$ cat config.mk
export PLATFORM = sky130hd
export DESIGN_NAME = bus_bit_remap_stage
export DESIGN_NICKNAME = d
export VERILOG_FILES = /design/src/rtl/bus_remap_pkg.sv /design/src/rtl/bus_skid_buffer.sv /design/src/rtl/bus_bit_remap_stage.sv
export SDC_FILE = /design/constraint.sdc
export NUM_CORES = 1
export LEC_CHECK = 0
export BUFFER_PORTS_ARGS = -buffer_cell sky130_fd_sc_hd__buf_2
export CORE_MARGIN = 2
export CORE_UTILIZATION = 50
export CTS_BUF_LIST = sky130_fd_sc_hd__clkbuf_16
export CTS_CLUSTER_DIAMETER = 200
export DETAILED_ROUTE_END_ITERATION = 8
export PLACE_DENSITY = 0.71
export SYNTH_ARGS = -nofsm -noshare
export SYNTH_HDL_FRONTEND = slang
export SYNTH_HIERARCHICAL = 1
export SYNTH_SLANG_ARGS = --single-unit
export TNS_END_PERCENT = 30
$ cat constraint.sdc
create_clock -name clk -period 2.12 [get_ports clk]
set_clock_uncertainty 0.15 [all_clocks]
set_input_delay 0.212 -clock clk [delete_from_list [all_inputs] [get_ports clk]]
set_output_delay 0.212 -clock clk [all_outputs]
set_load 0.1 [all_outputs]
$ cat src/rtl/bus_remap_pkg.sv
// Shared types and constants for the bus bit-remap stage and its skid buffer.
package bus_remap_pkg;

    // Source-index width for a bus of the given width (width >= 2).
    function automatic int sel_width(input int width);
        return (width < 2) ? 1 : $clog2(width);
    endfunction

    localparam logic [1:0] SKID_EMPTY = 2'd0;
    localparam logic [1:0] SKID_ONE   = 2'd1;
    localparam logic [1:0] SKID_TWO   = 2'd2;

    typedef enum logic [1:0] {
        ST_EMPTY = SKID_EMPTY,
        ST_ONE   = SKID_ONE,
        ST_TWO   = SKID_TWO
    } skid_state_e;

    // A table entry out of reset is disabled and points at its own index.
    localparam logic DEFAULT_EN = 1'b0;

endpackage

$ cat src/rtl/bus_skid_buffer.sv
// Generic two-entry valid/ready buffer: a main output register plus one skid register.
module bus_skid_buffer
    import bus_remap_pkg::*;
#(
    parameter int PW = 8
) (
    input  logic          clk,
    input  logic          rst_n,
    input  logic          in_valid_i,
    output logic          in_ready_o,
    input  logic [PW-1:0] in_payload_i,
    output logic          out_valid_o,
    input  logic          out_ready_i,
    output logic [PW-1:0] out_payload_o
);

    skid_state_e   state_q, state_d;
    logic [PW-1:0] main_q, main_d;
    logic [PW-1:0] skid_q, skid_d;
    logic          in_xfer;
    logic          out_xfer;

    // Ready and valid decode straight from the state register, so both are glitch-free registered signals.
    assign in_ready_o    = (state_q != ST_TWO);
    assign out_valid_o   = (state_q != ST_EMPTY);
    assign out_payload_o = main_q;

    assign in_xfer  = in_valid_i & in_ready_o;
    assign out_xfer = out_valid_o & out_ready_i;

    always_comb begin
        state_d = state_q;
        main_d  = main_q;
        skid_d  = skid_q;
        case (state_q)
            ST_EMPTY: begin
                if (in_xfer) begin
                    main_d  = in_payload_i;
                    state_d = ST_ONE;
                end
            end
            ST_ONE: begin
                if (in_xfer && out_xfer) begin
                    main_d = in_payload_i;
                end else if (in_xfer) begin
                    skid_d  = in_payload_i;
                    state_d = ST_TWO;
                end else if (out_xfer) begin
                    state_d = ST_EMPTY;
                end
            end
            ST_TWO: begin
                // No input can arrive here; the older beat in main leaves first.
                if (out_xfer) begin
                    main_d  = skid_q;
                    state_d = ST_ONE;
                end
            end
            default: begin
                state_d = ST_EMPTY;
            end
        endcase
    end

    always_ff @(posedge clk or negedge rst_n) begin
        if (!rst_n) begin
            state_q <= ST_EMPTY;
            main_q  <= '0;
            skid_q  <= '0;
        end else begin
            state_q <= state_d;
            main_q  <= main_d;
            skid_q  <= skid_d;
        end
    end

endmodule

$ cat src/rtl/bus_bit_remap_stage.sv
// Registered, handshaked bit-remap stage: each sink bit copies a programmable source bit or is forced to 0.
module bus_bit_remap_stage
    import bus_remap_pkg::*;
#(
    parameter int WIDTH = 4,
    parameter int SEL_W = sel_width(WIDTH)
) (
    input  logic             clk,
    input  logic             rst_n,
    input  logic             cfg_we,
    input  logic [SEL_W-1:0] cfg_dst,
    input  logic [SEL_W-1:0] cfg_src,
    input  logic             cfg_en,
    input  logic             in_valid,
    output logic             in_ready,
    input  logic [WIDTH-1:0] in_data,
    output logic             out_valid,
    input  logic             out_ready,
    output logic [WIDTH-1:0] out_data,
    output logic [WIDTH-1:0] out_mask,
    output logic [15:0]      beat_cnt
);

    logic [WIDTH-1:0] en_q, en_d;
    logic [SEL_W-1:0] src_q [WIDTH];
    logic [SEL_W-1:0] src_d [WIDTH];
    logic             cfg_wr_ok;
    logic [WIDTH-1:0] remap_data;
    logic [WIDTH-1:0] remap_mask;
    logic [15:0]      beat_cnt_q, beat_cnt_d;

    // Out-of-range indices only exist for non-power-of-2 widths; such writes are dropped.
    assign cfg_wr_ok = cfg_we
                     && ({1'b0, cfg_dst} < (SEL_W+1)'(WIDTH))
                     && ({1'b0, cfg_src} < (SEL_W+1)'(WIDTH));

    always_comb begin
        en_d  = en_q;
        src_d = src_q;
        if (cfg_wr_ok) begin
            en_d[cfg_dst]  = cfg_en;
            src_d[cfg_dst] = cfg_src;
        end
    end

    always_ff @(posedge clk or negedge rst_n) begin
        if (!rst_n) begin
            for (int i = 0; i < WIDTH; i++) begin
                en_q[i]  <= DEFAULT_EN;
                src_q[i] <= SEL_W'(i);
            end
        end else begin
            en_q  <= en_d;
            src_q <= src_d;
        end
    end

    // Uses the table as it stands before this edge, so a beat accepted alongside a write sees the old map.
    always_comb begin
        remap_data = '0;
        remap_mask = '0;
        for (int i = 0; i < WIDTH; i++) begin
            remap_mask[i] = en_q[i];
            if (en_q[i]) begin
                remap_data[i] = in_data[src_q[i]];
            end
        end
    end

    bus_skid_buffer #(
        .PW (2 * WIDTH)
    ) u_skid (
        .clk           (clk),
        .rst_n         (rst_n),
        .in_valid_i    (in_valid),
        .in_ready_o    (in_ready),
        .in_payload_i  ({remap_mask, remap_data}),
        .out_valid_o   (out_valid),
        .out_ready_i   (out_ready),
        .out_payload_o ({out_mask, out_data})
    );

    always_comb begin
        beat_cnt_d = beat_cnt_q;
        if (out_valid && out_ready) begin
            beat_cnt_d = beat_cnt_q + 16'd1;
        end
    end

    always_ff @(posedge clk or negedge rst_n) begin
        if (!rst_n) begin
            beat_cnt_q <= '0;
        end else begin
            beat_cnt_q <= beat_cnt_d;
        end
    end

    assign beat_cnt = beat_cnt_q;

endmodule

==> flow_summary.ini <==
[outcome]
status = completed

[timing]
fin_tns_setup_ps = 0
fin_crit_sh_pct = 92.7
final-max-slew-violation-count = 0
tightest_slew_ps = 570
min_period_ps = 1970
setup_viol = 0
slew_headroom_pct = 62.0
rsz0062_at_grt = no
setup_slack_ps = 154
max_freq_mhz = 509
hold_viol = 0

[detailed_routing]
first_pass_iters = 4
via_per_inst = 5.50
vias = 1363
drt_iter0_drc = 35
antenna_left = 0
drc = 0
drt-total-wl_um = 3820
routedWlPerCell_um = 15.4

[floorplan]
chipWidth_um = 69.4
pin_count = 40
rows = 23
start_util_pct = 52.7
coreArea_um2 = 4060
die_h_um = 69.4
dieArea_um2 = 4820

[clock_network]
cts_max_level = 2
cts_tree = built
clock_sinks = 46
clk_latency_ps = 280
cts_buffers = 5
cts_root_buffer = clkbuf_16
clockBufferDepth = 2
postCtsSetupRepairBufs = 0
clkTransAtPathRegs_ps = 60

[critical_path]
startpoint_type = register
worstPathRequired_ps = 2140
critPathKind = reg2reg
cp_max_fo = 2
worstSetupEndpointType = register
cp.arrival_ps = 1980
critPathLaunch = src_q[0]
r2r_cells = 4
r2r_start = src_q[0]

[synth]
yosys-top-cells-area = dfrtp_1, mux2_2, dfstp_2
synth_top_area_share_pct = 49.1
synth_compound_area_share_pct = 1.75
synth_largest_area_cell = dfrtp_1
synth_fa_ha_area_share_pct = 0.585
syn-num-nets = 165
synthesis.area_um2 = 2140
synthMuxAreaShare_pct = 24.2
synthSimpleGateAreaFrac_pct = 12.1
avgSynthCellArea_um2 = 14.3
synth_cells = 150
yosys_warnings = 6
synth_cell_types = 31
synth_top_family_by_area = multiplexers
ys_seq_elements = 46
synthXorXnorAreaFrac_pct = 6.14
yosysSeqAreaShare_pct = 54.0

[place]
dp_cells = 239
io_buffers = 39
gp_congestion = 0.781
dp_hpwl_um = 2850
dpl_worst_slack_ps = 159

[finish]
syn_to_final_growth_pct = 19.3
finalNetCount = 212
drive_above_1_share_pct = 53.5
final_cells = 248
fin_util_pct = 62.9
diodes = 0

[pwr]
ir_worst_vdd_mv = 0.958
p_leak_nw = 1.20
p_per_area_nw_per_um2 = 1450

[global_routing]
grt_pass1_wl_um = 6630
grt_start_max_net_pins = 47
antenna_found_initial = 0
grt.total_usage_pct = 17.4
grt_pass1_vias = 1398
grt_overflow = 0

[min_path]
hp-start = cfg_en
hold_depth = 2
worstHoldPathType = in2reg

[run]
drv_cap = 0
-- worst max-delay path: stages, from the launching register on --
cell and delay, ps:
dfstp_2 540, mux4_2 480, and2_1 180, mux2_2 250
mux2_2 250
-- routing by layer --
layer | GRT usage (%) | up-vias | part of all wire [%]
li1 | - | 633 | -
met3 | 4.07 | 5 | 4.3
met2 | 29.7 | 33 | 53
met5 | 0 | - | 0
met1 | 21.4 | 692 | 42
met4 | 6.97 | 0 | 1.4
-- layout make-up --
cell class	instances	area, µm²
multi-input cells	101	960
repair buffers	42	220
flip-flops and latches	46	1160
fillers	327	1510
inverters	1	3.75
clock buffers	5	125
clock inverters	3	16.3
well taps	50	62.6
-- sequential cells by signal, summed over array words and instances, names as in the netlist --
signal,flops
beat_cnt,16
en_q,4
src_q,8
u_skid/out_payload_o,8
u_skid/skid_q,8
u_skid/state_q,2
-- kinds of logic (layout without fill, tap and decap cells) --
group | count (synthesis) | count (layout)
adder cells (fa/ha/maj) | 1 | 1
AND/OR/NAND/NOR | 39 | 39
AO/OA/AOI/OAI | 4 | 4
XOR/XNOR | 15 | 15
flip-flops | 46 | 46
buffers and inverters | 3 | 51
multiplexers | 42 | 42
-- metrics by stage --
| step | area [µm²] | hold WS (ps) | total power [mW] |
|---|---|---|---|
| after floorplan | 2150 | -234 | 2.69 |
| after global placement | 2400 | 170 | 2.94 |
| after detailed placement | 2400 | 184 | 3.00 |
| after CTS | 2550 | 70.8 | 3.74 |
| after global routing | 2550 | 78.4 | 3.87 |
| final | 2550 | 71.4 | 3.70 |
-- power by group --
| part | internal (mW) | switching [mW] | total (mW) | leakage [nW] |
|---|---|---|---|---|
| registers | 1.15 | 0.181 | 1.33 | 0.567 |
| logic | 0.409 | 1.23 | 1.64 | 0.565 |
| clock network | 0.430 | 0.305 | 0.735 | 0.0672 |
| total | 1.99 | 1.72 | 3.70 | 1.20 |
-- synthesized netlist by cell type --
master / count
a21boi_0: 1
and2_1: 4
and3_1: 2
and4_1: 3
buf_6: 2
dfrtp_1: 42
dfstp_2: 4
ha_1: 1
inv_1: 1
mux2_2: 37
mux2i_1: 1
mux4_2: 4
nand2_1: 7
nand2b_4: 1
nand3_1: 6
nand3b_1: 3
nand4_1: 1
nor2_1: 3
nor2b_1: 2
nor3_1: 1
nor3_2: 1
nor3_4: 1
nor3b_1: 1
nor3b_4: 1
o21ai_4: 1
o21bai_1: 1
o22ai_1: 1
or2_2: 1
or3b_1: 1
xnor2_1: 8
xor2_1: 7
-- worst paths after layout --
| check | endpoint | slack, ps |
|---|---|---|
| worst min-delay path | en_q[2] | 70 |
| worst min register to register | beat_cnt[15] | 310 |
| worst max-delay path | u_skid/out_payload_o[3] | 150 |
| worst max register to register | u_skid/out_payload_o[3] | 150 |
| min in group asynchronous | beat_cnt[3] | 390 |
| max in group asynchronous | beat_cnt[4] | 1010 |
-- timing repair --
item / in CTS / in global routing
endpoints found under the hold margin: 42 / 0
hold buffers: 1 / 0
gates resized for setup: 0 / 0
-- cells in the final DEF, fill, tap and decap left out, types with 2 or more instances in the layout --
master     synthesis  final
nor2_1             3      3
buf_4              0      2
buf_2              0     39
mux2_2            37     37
xor2_1             7      7
nand3b_1           3      3
nand3_1            6      6
nor2b_1            2      2
xnor2_1            8      8
dfrtp_2            0      7
nand2_1            7      7
and3_1             2      2
mux4_2             4      4
dfrtp_1           42     35
clkbuf_16          0      5
and4_1             3      3
dfstp_2            4      4
and2_1             4      4
Note: power is estimated with default switching activity, not from simulation.
